<file path="src/rtl/bit_serial_comp_pkg.sv">
// Shared definitions for the bit-serial comparator: FSM state encoding,
// the {eq,gt,lt} result encoding and the helper that maps a verdict onto it.
package bit_serial_comp_pkg;

    typedef enum logic [1:0] {
        ST_IDLE    = 2'd0,
        ST_COMPARE = 2'd1,
        ST_DONE    = 2'd2
    } state_e;

    // Result bits are ordered {eq, gt, lt}
    localparam logic [2:0] RES_NONE = 3'b000;
    localparam logic [2:0] RES_EQ   = 3'b100;
    localparam logic [2:0] RES_GT   = 3'b010;
    localparam logic [2:0] RES_LT   = 3'b001;

    function automatic logic [2:0] verdict(input logic decided, input logic a_gt);
        logic [2:0] res;
        if (!decided) begin
            res = RES_EQ;
        end else if (a_gt) begin
            res = RES_GT;
        end else begin
            res = RES_LT;
        end
        return res;
    endfunction

endpackage

</file>
<file path="src/rtl/bit_serial_comp_if.sv">
// Serial operand stream and compare-verdict bundle of bit_serial_comp.
interface bit_serial_comp_if #(
    parameter int WIDTH = 8
);
    localparam int CNT_W = $clog2(WIDTH);

    logic             start;
    logic             bit_valid;
    logic             a_bit;
    logic             b_bit;
    logic             busy;
    logic             done;
    logic             eq;
    logic             gt;
    logic             lt;
    logic [CNT_W-1:0] bit_count;

    modport master (
        output start, bit_valid, a_bit, b_bit,
        input  busy, done, eq, gt, lt, bit_count
    );

    modport slave (
        input  start, bit_valid, a_bit, b_bit,
        output busy, done, eq, gt, lt, bit_count
    );

endinterface

</file>
<file path="src/rtl/comp_1_bit.sv">
// Gate-level 1-bit equality cell: op is high when i0 and i1 match.
module comp_1_bit (
    input  logic i0,
    input  logic i1,
    output logic op
);

    xnor g_xnor (op, i0, i1);

endmodule

</file>
<file path="src/rtl/bit_serial_comp.sv">
// Bit-serial MSB-first magnitude/equality comparator with registered eq/gt/lt.
// Optional macro EARLY_TERM_EN ends the operation at the first differing bit.
module bit_serial_comp
    import bit_serial_comp_pkg::*;
#(
    parameter int WIDTH = 8,
    localparam int CNT_W = $clog2(WIDTH)
) (
    input  logic            clk,
    input  logic            reset,
    bit_serial_comp_if.slave bus
);

    localparam logic [CNT_W-1:0] CNT_MAX = CNT_W'(WIDTH - 32'd1);

    state_e           state_r, state_nx_s;
    logic [CNT_W-1:0] cnt_r, cnt_nx_s;
    logic             decided_r, decided_nx_s;
    logic             a_gt_r, a_gt_nx_s;
    logic [2:0]       res_r, res_nx_s;
    logic             busy_r;
    logic             done_r;
    logic             bit_eq_s;
    logic             dec_bit_s;
    logic             agt_bit_s;
    logic             last_s;

    comp_1_bit u_cell (
        .i0 (bus.a_bit),
        .i1 (bus.b_bit),
        .op (bit_eq_s)
    );

    // Next-state, counter and verdict logic; start overrides everything
    always_comb begin
        state_nx_s   = state_r;
        cnt_nx_s     = cnt_r;
        decided_nx_s = decided_r;
        a_gt_nx_s    = a_gt_r;
        res_nx_s     = res_r;

        if (!decided_r && !bit_eq_s) begin
            dec_bit_s = 1'b1;
            agt_bit_s = bus.a_bit;
        end else begin
            dec_bit_s = decided_r;
            agt_bit_s = a_gt_r;
        end

`ifdef EARLY_TERM_EN
        last_s = (cnt_r == CNT_MAX) || (!decided_r && !bit_eq_s);
`else
        last_s = (cnt_r == CNT_MAX);
`endif

        if (bus.start) begin
            state_nx_s   = ST_COMPARE;
            cnt_nx_s     = '0;
            decided_nx_s = 1'b0;
            a_gt_nx_s    = 1'b0;
            res_nx_s     = RES_NONE;
        end else begin
            case (state_r)
                ST_IDLE: begin
                    state_nx_s = ST_IDLE;
                end
                ST_COMPARE: begin
                    if (bus.bit_valid) begin
                        cnt_nx_s     = (cnt_r == CNT_MAX) ? cnt_r : cnt_r + CNT_W'(1'b1);
                        decided_nx_s = dec_bit_s;
                        a_gt_nx_s    = agt_bit_s;
                        if (last_s) begin
                            state_nx_s = ST_DONE;
                            res_nx_s   = verdict(dec_bit_s, agt_bit_s);
                        end else begin
                            state_nx_s = ST_COMPARE;
                        end
                    end else begin
                        state_nx_s = ST_COMPARE;
                    end
                end
                ST_DONE: begin
                    state_nx_s = ST_IDLE;
                end
                default: begin
                    state_nx_s = ST_IDLE;
                end
            endcase
        end
    end

    // FSM state register
    always_ff @(posedge clk) begin
        if (reset) begin
            state_r <= ST_IDLE;
        end else begin
            state_r <= state_nx_s;
        end
    end

    // Datapath and registered status outputs derived from the next state
    always_ff @(posedge clk) begin
        if (reset) begin
            cnt_r     <= '0;
            decided_r <= 1'b0;
            a_gt_r    <= 1'b0;
            res_r     <= RES_NONE;
            busy_r    <= 1'b0;
            done_r    <= 1'b0;
        end else begin
            cnt_r     <= cnt_nx_s;
            decided_r <= decided_nx_s;
            a_gt_r    <= a_gt_nx_s;
            res_r     <= res_nx_s;
            busy_r    <= (state_nx_s == ST_COMPARE);
            done_r    <= (state_nx_s == ST_DONE);
        end
    end

    assign bus.busy      = busy_r;
    assign bus.done      = done_r;
    assign bus.eq        = res_r[2];
    assign bus.gt        = res_r[1];
    assign bus.lt        = res_r[0];
    assign bus.bit_count = cnt_r;

endmodule

</file>
<file path="src/flat_wrapper.sv">
// flat-port wrapper written by rule: the top's interface ports become plain ports
module bit_serial_comp_flat import bit_serial_comp_pkg::*;
#(
    parameter int WIDTH = 8,
    localparam int CNT_W = $clog2(WIDTH)
)
  (clk, reset, bus_start, bus_bit_valid, bus_a_bit, bus_b_bit, bus_busy, bus_done, bus_eq, bus_gt, bus_lt, bus_bit_count);
  bit_serial_comp_if #(.WIDTH(WIDTH)) bus_i ();
  input  logic clk;
  input  logic reset;
  input wire logic [$bits(bus_i.start)-1:0] bus_start;
  input wire logic [$bits(bus_i.bit_valid)-1:0] bus_bit_valid;
  input wire logic [$bits(bus_i.a_bit)-1:0] bus_a_bit;
  input wire logic [$bits(bus_i.b_bit)-1:0] bus_b_bit;
  output wire logic [$bits(bus_i.busy)-1:0] bus_busy;
  output wire logic [$bits(bus_i.done)-1:0] bus_done;
  output wire logic [$bits(bus_i.eq)-1:0] bus_eq;
  output wire logic [$bits(bus_i.gt)-1:0] bus_gt;
  output wire logic [$bits(bus_i.lt)-1:0] bus_lt;
  output wire logic [$bits(bus_i.bit_count)-1:0] bus_bit_count;
  assign bus_i.start = bus_start;
  assign bus_i.bit_valid = bus_bit_valid;
  assign bus_i.a_bit = bus_a_bit;
  assign bus_i.b_bit = bus_b_bit;
  assign bus_busy = bus_i.busy;
  assign bus_done = bus_i.done;
  assign bus_eq = bus_i.eq;
  assign bus_gt = bus_i.gt;
  assign bus_lt = bus_i.lt;
  assign bus_bit_count = bus_i.bit_count;
  bit_serial_comp #(.WIDTH(WIDTH)) u_core (.clk(clk), .reset(reset), .bus(bus_i));
endmodule
</file>
<file path="config.mk">
export PLATFORM = sky130hd
export DESIGN_NAME = bit_serial_comp_flat
export DESIGN_NICKNAME = d
export VERILOG_FILES = /design/src/rtl/bit_serial_comp_pkg.sv /design/src/rtl/bit_serial_comp_if.sv /design/src/rtl/comp_1_bit.sv /design/src/rtl/bit_serial_comp.sv /design/src/flat_wrapper.sv
export SDC_FILE = /design/constraint.sdc
export NUM_CORES = 1
export LEC_CHECK = 0
export ABC_CLOCK_PERIOD_IN_PS = 3600
export CAP_MARGIN = 20
export CORE_AREA = 2 2 39 41
export CTS_CLUSTER_DIAMETER = 30
export DETAILED_ROUTE_END_ITERATION = 16
export DIE_AREA = 0 0 41 43
export GPL_ROUTABILITY_DRIVEN = 0
export GPL_TIMING_DRIVEN = 0
export PLACE_DENSITY = 0.66
export SLEW_MARGIN = 10
export SYNTH_ARGS = -nofsm -noshare
export SYNTH_HDL_FRONTEND = slang
export SYNTH_SLANG_ARGS = --single-unit
</file>
<file path="constraint.sdc">
create_clock -name clk -period 3.6 [get_ports clk]
set_input_delay 0.36 -clock clk [delete_from_list [all_inputs] [get_ports clk]]
set_output_delay 0.36 -clock clk [all_outputs]
set_load 0.005 [all_outputs]
</file>
# Word-level counts from Yosys, hierarchy flattened
# Index checks and enable logic that the tools add are counted.
# word_totals
reg_bits	12
# op_classes
add_sub_neg	1
n_eq_ne	4
muxes	8
bitwise_logic	2
n_reduce_logical	7
# op_table
cell	n
$mux 2	5
$reduce_and 3->1	2
$eq 2x1->1 const B	2
$add 3x1->3 const B	1
$eq 3x3->1 const B	1
$mux 3	1
$eq 2x2->1 const B	1
$logic_not 1->1	2
$mux 1	2
$reduce_and 2->1	1
$reduce_or 2->1	1
$logic_and 1x1->1	1
$not 1->1	1
$xnor 1x1->1	1

# Depth between registers and ports, before layout
# Gate-level depths: netlist of the first run.
# logic_depth
ltp_word	6
ltp_mapped	5
depth_no_buf	5

# Cells and area by module
# From an unflattened synthesis of the first run, not the netlist that was laid out.
# hier_totals
hier_cells	50
area_unflattened_um2	493.0
# by_module_without_submodules
mod	n_inst	cells_per_inst	area_per_inst_um2
bit_serial_comp	1	49	484.2
comp_1_bit	1	1	8.8

# Worst setup path after synthesis of the first run
# No wires, ideal clock.
# synth_path
path_kind	reg-to-reg
start	register u_core.cnt_r[0] (netlist: u_core.bus.bit_count[0])
end	register u_core.cnt_r[1] (netlist: u_core.bus.bit_count[1])
t_arrival_ns	1.307
required_ns	3.472
slack_ns	2.165
stages_incl_launch_ff	6
n_path_buf	0
synth_period_minus_slack_ns	1.435
path_cell_list	dfxtp_1 -> ha_1 -> ha_1 -> and4bb_1 -> mux2i_1 -> nor2_1
# synth_between
elab_chain_len	3
# synth_lines
item	line_no	rtl
start, declared	bit_serial_comp.sv:17	logic [CNT_W-1:0] cnt_r, cnt_nx_s;
start signal, assigned	bit_serial_comp.sv:111	cnt_r <= cnt_nx_s;
$eq 3x3->1	bit_serial_comp.sv:69	cnt_nx_s = (cnt_r == CNT_MAX) ? cnt_r : cnt_r + CNT_W'(1'b1);
$not 1->1 (no source line)	n/a	
$reduce_and 3->1 (no source line)	n/a	
# Parallel ways exist; a longest one is shown, timed or not.
# A chain may end at the register's enable or synchronous reset.

# Final worst setup path of the first run
# layout_path
start	register u_core.cnt_r[0] (netlist: u_core.bus.bit_count[0])
end	register u_core.res_r[2]
# layout_between
elab_chain_len	2
# layout_lines
item	line_no	rtl
$eq 3x3->1	bit_serial_comp.sv:53	last_s = (cnt_r == CNT_MAX);
$reduce_and 3->1 (no source line)	n/a	
end signal, assigned	bit_serial_comp.sv:114	res_r <= res_nx_s;
end, declared	bit_serial_comp.sv:20	logic [2:0] res_r, res_nx_s;
# Every way passes these cells.

==> results of run 1 <==
[routing by layer]
| layer | global-route usage | vias to the layer above | wire length, µm |
|---|---|---|---|
| met3 | 0.0314 | 2 | 31 |
| met1 | 0.150 | 168 | 473 |
| met2 | 0.131 | 7 | 378 |
| met5 | 0 | - | 0 |
| met4 | 0.100 | 0 | 14 |
| li1 | - | 216 | - |
[tightest hold or removal path, delay by kind of cell, from the launching register on]
family,cells,cell delay (ns)
flops,1,0.31
compound gates,1,0.05
simple gates,1,0.05
[power by group through the flow]
stage,registers [mW],clock network [mW],logic (mW)
finish,0.137,0.108,0.0217
global route,0.137,0.117,0.0239
CTS,0.137,0.111,0.0220
detailed placement,0.140,0,0.0219
global placement,0.140,0,0.0217
floorplan,0.140,0,0.0102
[area by class of cell]
class	count	area [µm²]
plain buffers	1	3.75
repair buffers	13	130
multi-input cells	38	267
inverters	1	3.75
well taps	16	20.0
flip-flops and latches	12	240
fillers	143	683
clock buffers	4	36.3
[path summary, 6_finish.rpt]
kind                           startpoint         endpoint  slack (ns)  cells past startpoint
hold reg to reg           u_core.res_r[2]  u_core.res_r[2]        0.45                      2
setup / recovery  u_core.bus.bit_count[0]  u_core.res_r[2]        2.06                      5
setup reg to reg  u_core.bus.bit_count[0]  u_core.res_r[2]        2.06                      5
hold / removal            u_core.res_r[2]  u_core.res_r[2]        0.45                      2
[sequential cells by signal, indices dropped and copies added, names as in the netlist]
signal                cells
u_core.decided_r          1
u_core.res_r              3
u_core.a_gt_r             1
u_core.bus.done           1
u_core.state_r            2
u_core.bus.busy           1
u_core.bus.bit_count      3
[Yosys cell counts]
| master | n |
|---|---|
| inv_1 | 1 |
| ha_1 | 2 |
| and4bb_1 | 2 |
| xnor2_1 | 1 |
| clkbuf_1 | 1 |
| a21oi_1 | 3 |
| mux2i_1 | 3 |
| a211oi_1 | 1 |
| or3_1 | 1 |
| nor3_1 | 3 |
| o21ai_0 | 1 |
| nand4b_4 | 1 |
| dfxtp_1 | 12 |
| nor3b_1 | 2 |
| nor2b_1 | 5 |
| nand2_1 | 2 |
| or2_1 | 1 |
| nor2_1 | 8 |
| a31oi_1 | 1 |
| xor2_1 | 1 |
[logic make-up (layout without fill, tap and decap cells)]
kind of cell             after synthesis  after routing
AND/OR/NAND/NOR                       25             25
adder cells (fa/ha/maj)                2              2
buffers and inverters                  2             19
flip-flops                            12             12
multiplexers                           3              3
XOR/XNOR                               2              2
AO/OA/AOI/OAI                          6              6
==> impl_metrics.tcl, run 1 <==
set metrics [dict create \
    syn-cell-area_um2 514 \
    grt_pass1_wl_um 1260 \
    slowest_stage "dfxtp_1" \
    cts_hold_buf 0 \
    antenna_found_initial 0 \
    crit_path_frequent_cell "ha_1" \
    cts_sinks 12 \
    utilization 0.506 \
    final_area_um2 701 \
    post_synth_and_or_nand_nor_area_fraction 0.311 \
    start_util 0.372 \
    routedWlPerCell_um 10.6 \
    ios 14 \
    synth_fa_ha_area_frac 0.0487 \
    dp_hpwl_um 645 \
    cp-start-kind "flip-flop" \
    post-cts-setup-buffer-count 0 \
    cp_slowest_stage_delay_ns 0.38 \
    synthCells 52 \
    h-tree-depth 1 \
    cp_top_family "simple AND/OR/NAND/NOR gates" \
    route.vias.total 393 \
    slew_headroom 0.711 \
    cts_made_buffers 3 \
    total_power_mw 0.267 \
    yosys_warnings 0 \
    worst_slew_pin_slew_ns 0.433 \
    finClkSkew_ns 0.000990 \
    ir_worst_vdd_uv 209 \
    clockBufferDepth 2 \
    grt_pass1_vias 306 \
    synth_xor_area_frac 0.0341 \
    internal_power_mw 0.209 \
    cts_resized 0 \
    die_area_um2 1760 \
    synth_top_family_by_area "simple AND/OR/NAND/NOR gates" \
    first_iter_violations 1 \
    yosys-top-cells-area "dfxtp_1 47%, nor2b_1 6.1%, mux2i_1 5.8%, nor2_1 5.8%, and4bb_1 4.9%" \
    clock_latency_ns 0.27 \
    wirelength_um 898 \
    antenna_left 0 \
    p_leak_nw 0.280 \
    fp.dieW_um 41 \
    post-place-cells 81 \
    post_dp_cell_area_um2 664 \
    rsz0062_at_grt "false" \
    muxShareOfSynthArea 0.0584 \
    swShare 0.217 \
    drc_errors 0 \
    drive_above_1_share 0.0725 \
    finalSetupTns_ns 0 \
    ys_seq_elements 12 \
    yosysTopAreaCellShare 0.467 \
    path_cells "ha_1 > ha_1 > nand4b_4 > or3_1 > a21oi_1" \
    first_pass_iters 3 \
    io_buffers 13 \
    clk_pin_slew_ns 0.08 \
    cts_root_buf "clkbuf_4" \
    final_common_cell "clkdlybuf4s50_1" \
    end_kind "flip-flop" \
    synth_compound_area_frac 0.0657 \
    power_frac_seq 0.514 \
    rows 14 \
    layout_common_cells "13 x clkdlybuf4s50_1, 12 x dfxtp_1, 8 x nor2_1, 5 x nor2b_1" \
    via_per_inst 4.62 \
    num_antenna_cells 0 \
    finalCriticalPeriod_ns 1.54 \
    whs_ns 0.454 \
    worstSetupPathType "flip-flop to flip-flop" \
    drv_slew 0 \
    crit_fanout 8 \
    critPathRequiredTime_ns 3.80 \
    dp_worst_setup_slack_ns 1.88 \
    comb_power_share 0.081 \
    ys_seq_area_frac 0.467 \
    worst-path-buf-inv 0 \
    grtUsageTotal 0.110 \
    synthDistinctLibCells 20 \
    worst_slack_ns 2.06 \
    clkPwrFrac 0.405 \
    cap_violations 0 \
    final.period_utilization 0.428 \
    syn_to_final_growth_pct 36.3 \
    syn_avg_cell_area_um2 9.89 \
    yosysTopAreaCell "dfxtp_1" \
    core-area_um2 1380 \
    final_hold_viol_count 0 \
    fmaxAchievable_ghz 0.649 \
    powerDensity_nw_per_um2 380 \
    worstPathArrival_ns 1.75 \
    nets 78 \
    cts_tree "built" \
    synth_nets 60 \
    fp.dieH_um 43 \
    fin_cells 85 \
    switching_power_mw 0.0578 \
    hold_path.class "flip-flop to flip-flop" \
    grt-ovfl-total 0 \
    setup_viol 0 \
    grt_max_degree 11 \
    status "finished clean" \
]
Power figures use the tool's default switching activity.
==> run 2, diff against run 1 <==
- ABC_CLOCK_PERIOD_IN_PS: 3600 -> 1300
- CORE_AREA: 2 2 39 41 -> not set
- CORE_MARGIN: not set -> 2
- CORE_UTILIZATION: not set -> 39
- DIE_AREA: 0 0 41 43 -> not set
- PLACE_DENSITY: 0.66 -> 0.69
- clock period: 3.6 -> 1.3 ns (I/O delays scaled with it)
==> impl_metrics.tcl, run 2 (synthesis gave the netlist of run 1 again) <==
set metrics [dict create \
    final_common_cell "clkdlybuf4s50_1" \
    hold_end "u_core.bus.busy" \
    r2r_cells 5 \
    grt_pass1_wl_um 1490 \
    h-tree-depth 1 \
    cap_violations 0 \
    status "finished with violations" \
    whs_ns 0.421 \
    crit_fanout 3 \
    grt-ovfl-total 0 \
    final_hold_viol_count 0 \
    wirelength_um 969 \
    hold_path.class "primary input to flip-flop" \
    clk_pin_slew_ns 0.08 \
    worstSetupPathType "flip-flop to flip-flop" \
    reg2reg_slack_ns -0.1 \
    finClkSkew_ns 0.00390 \
    setup_viol 4 \
    post-place-cells 80 \
    dp_hpwl_um 668 \
    holdPathStages 2 \
    num_antenna_cells 0 \
    grt_pass1_vias 343 \
    worstPathArrival_ns 1.55 \
    switching_power_mw 0.162 \
    slew_headroom 0.718 \
    cts_made_buffers 3 \
    p_leak_nw 0.321 \
    cts_root_buf "clkbuf_4" \
    clock_latency_ns 0.27 \
    route.vias.total 419 \
    r2r-end "u_core.bus.bit_count[1]" \
    drive_above_1_share 0.214 \
    antenna_left 0 \
    fmaxAchievable_ghz 0.715 \
    final.period_utilization 1.08 \
    multi_input_area_um2 313 \
    critPathRequiredTime_ns 1.45 \
    core-area_um2 1270 \
    swShare 0.219 \
    r2r_start "u_core.bus.bit_count[0]" \
    cts_tree "built" \
    hp-start "reset" \
    ios 14 \
    antenna_found_initial 0 \
    routedWlPerCell_um 11.4 \
    drc_errors 0 \
    rsz0062_at_grt "true" \
    clockBufferDepth 2 \
    cp-start-kind "flip-flop" \
    io_buffers 13 \
    power_frac_seq 0.509 \
    fill_cells 118 \
    seq_area_um2 249 \
    utilization 0.605 \
    comb_power_share 0.090 \
    rows 13 \
    end_kind "flip-flop" \
    first_iter_violations 2 \
    internal_power_mw 0.579 \
    cts_sinks 12 \
    violations "negative setup slack" \
    die_area_um2 1620 \
    grtUsageTotal 0.146 \
    syn_to_final_growth_pct 49.1 \
    powerDensity_nw_per_um2 966 \
    layout_common_cells "11 x clkdlybuf4s50_1, 9 x dfxtp_1, 8 x nor2_1, 5 x nor2b_1" \
    cts_hold_buf 0 \
    start_util 0.405 \
    via_per_inst 4.93 \
    finalCriticalPeriod_ns 1.40 \
    fp.dieH_um 40.3 \
    fp.dieW_um 40.3 \
    fin_cells 85 \
    nets 79 \
    drv_slew 0 \
    first_pass_iters 2 \
    worst_slew_pin_slew_ns 0.424 \
    ir_worst_vdd_uv 838 \
    grt_max_degree 11 \
    worst_slack_ns -0.0995 \
    clkPwrFrac 0.401 \
]
==> run 2: how the worst max path moves through the flow <==
stage | end | slack (ns) | startpoint
2_1_floorplan | u_core.bus.bit_count[1] | -0.04 | u_core.bus.bit_count[0]
6_report | u_core.bus.bit_count[1] | -0.1 | u_core.bus.bit_count[0]
5_1_grt | u_core.bus.bit_count[1] | -0.15 | u_core.bus.bit_count[0]
3_3_place_gp | u_core.res_r[2] | -0.18 | bus_bit_valid
3_5_place_dp | u_core.res_r[2] | -0.18 | bus_bit_valid
4_1_cts | u_core.res_r[2] | -0.12 | u_core.bus.bit_count[0]
==> run 2: timing repair <==
action,in CTS,in global routing
buffers inserted,0,1
setup endpoints to repair,6,8
cloned,0,0
resized for setup,1,8
pin swaps,1,2
==> run 2: cell type report <==
cell class,count,share of cell area
Multi-Input combinational cell,38,0.408
Tap cell,15,0.0245
Clock buffer,4,0.0473
Buffer,1,0.00489
Inverter,1,0.00489
Sequential cell,12,0.325
Timing Repair Buffer,14,0.186
==> run 2: per-stage QoR <==
stage	cell area, µm²	setup slack [ns]	total power, mW	setup TNS, ns
after floorplan	542	-0.0375	0.417	-0.0815
after global placement	691	-0.183	0.450	-0.724
after detailed placement	691	-0.185	0.451	-0.705
after CTS	728	-0.119	0.742	-0.393
after global routing	767	-0.151	0.773	-0.488
final	767	-0.0995	0.741	-0.242
==> run 2: worst max-delay path: stages, from the launching register on <==
cell and delay, ns:
dfxtp_4 0.36, ha_4 0.16, ha_4 0.16, and4bb_4 0.34
mux2i_1 0.20, nor2_1 0.05
==> run 2: power by group through the flow <==
stage	combinational, mW	sequential (mW)	clock [mW]
6_report	0.0667	0.377	0.297
5_1_grt	0.0738	0.378	0.321
4_1_cts	0.0619	0.381	0.300
3_5_place_dp	0.0614	0.389	0
3_3_place_gp	0.0612	0.389	0
2_1_floorplan	0.0286	0.388	0
==> run 2: metal layers <==
metal	vias up	track usage	routed length (µm)
met5	-	0	0
met4	0	0.0500	0
met3	0	0.0833	61
met2	11	0.210	457
met1	190	0.181	451
li1	218	-	-
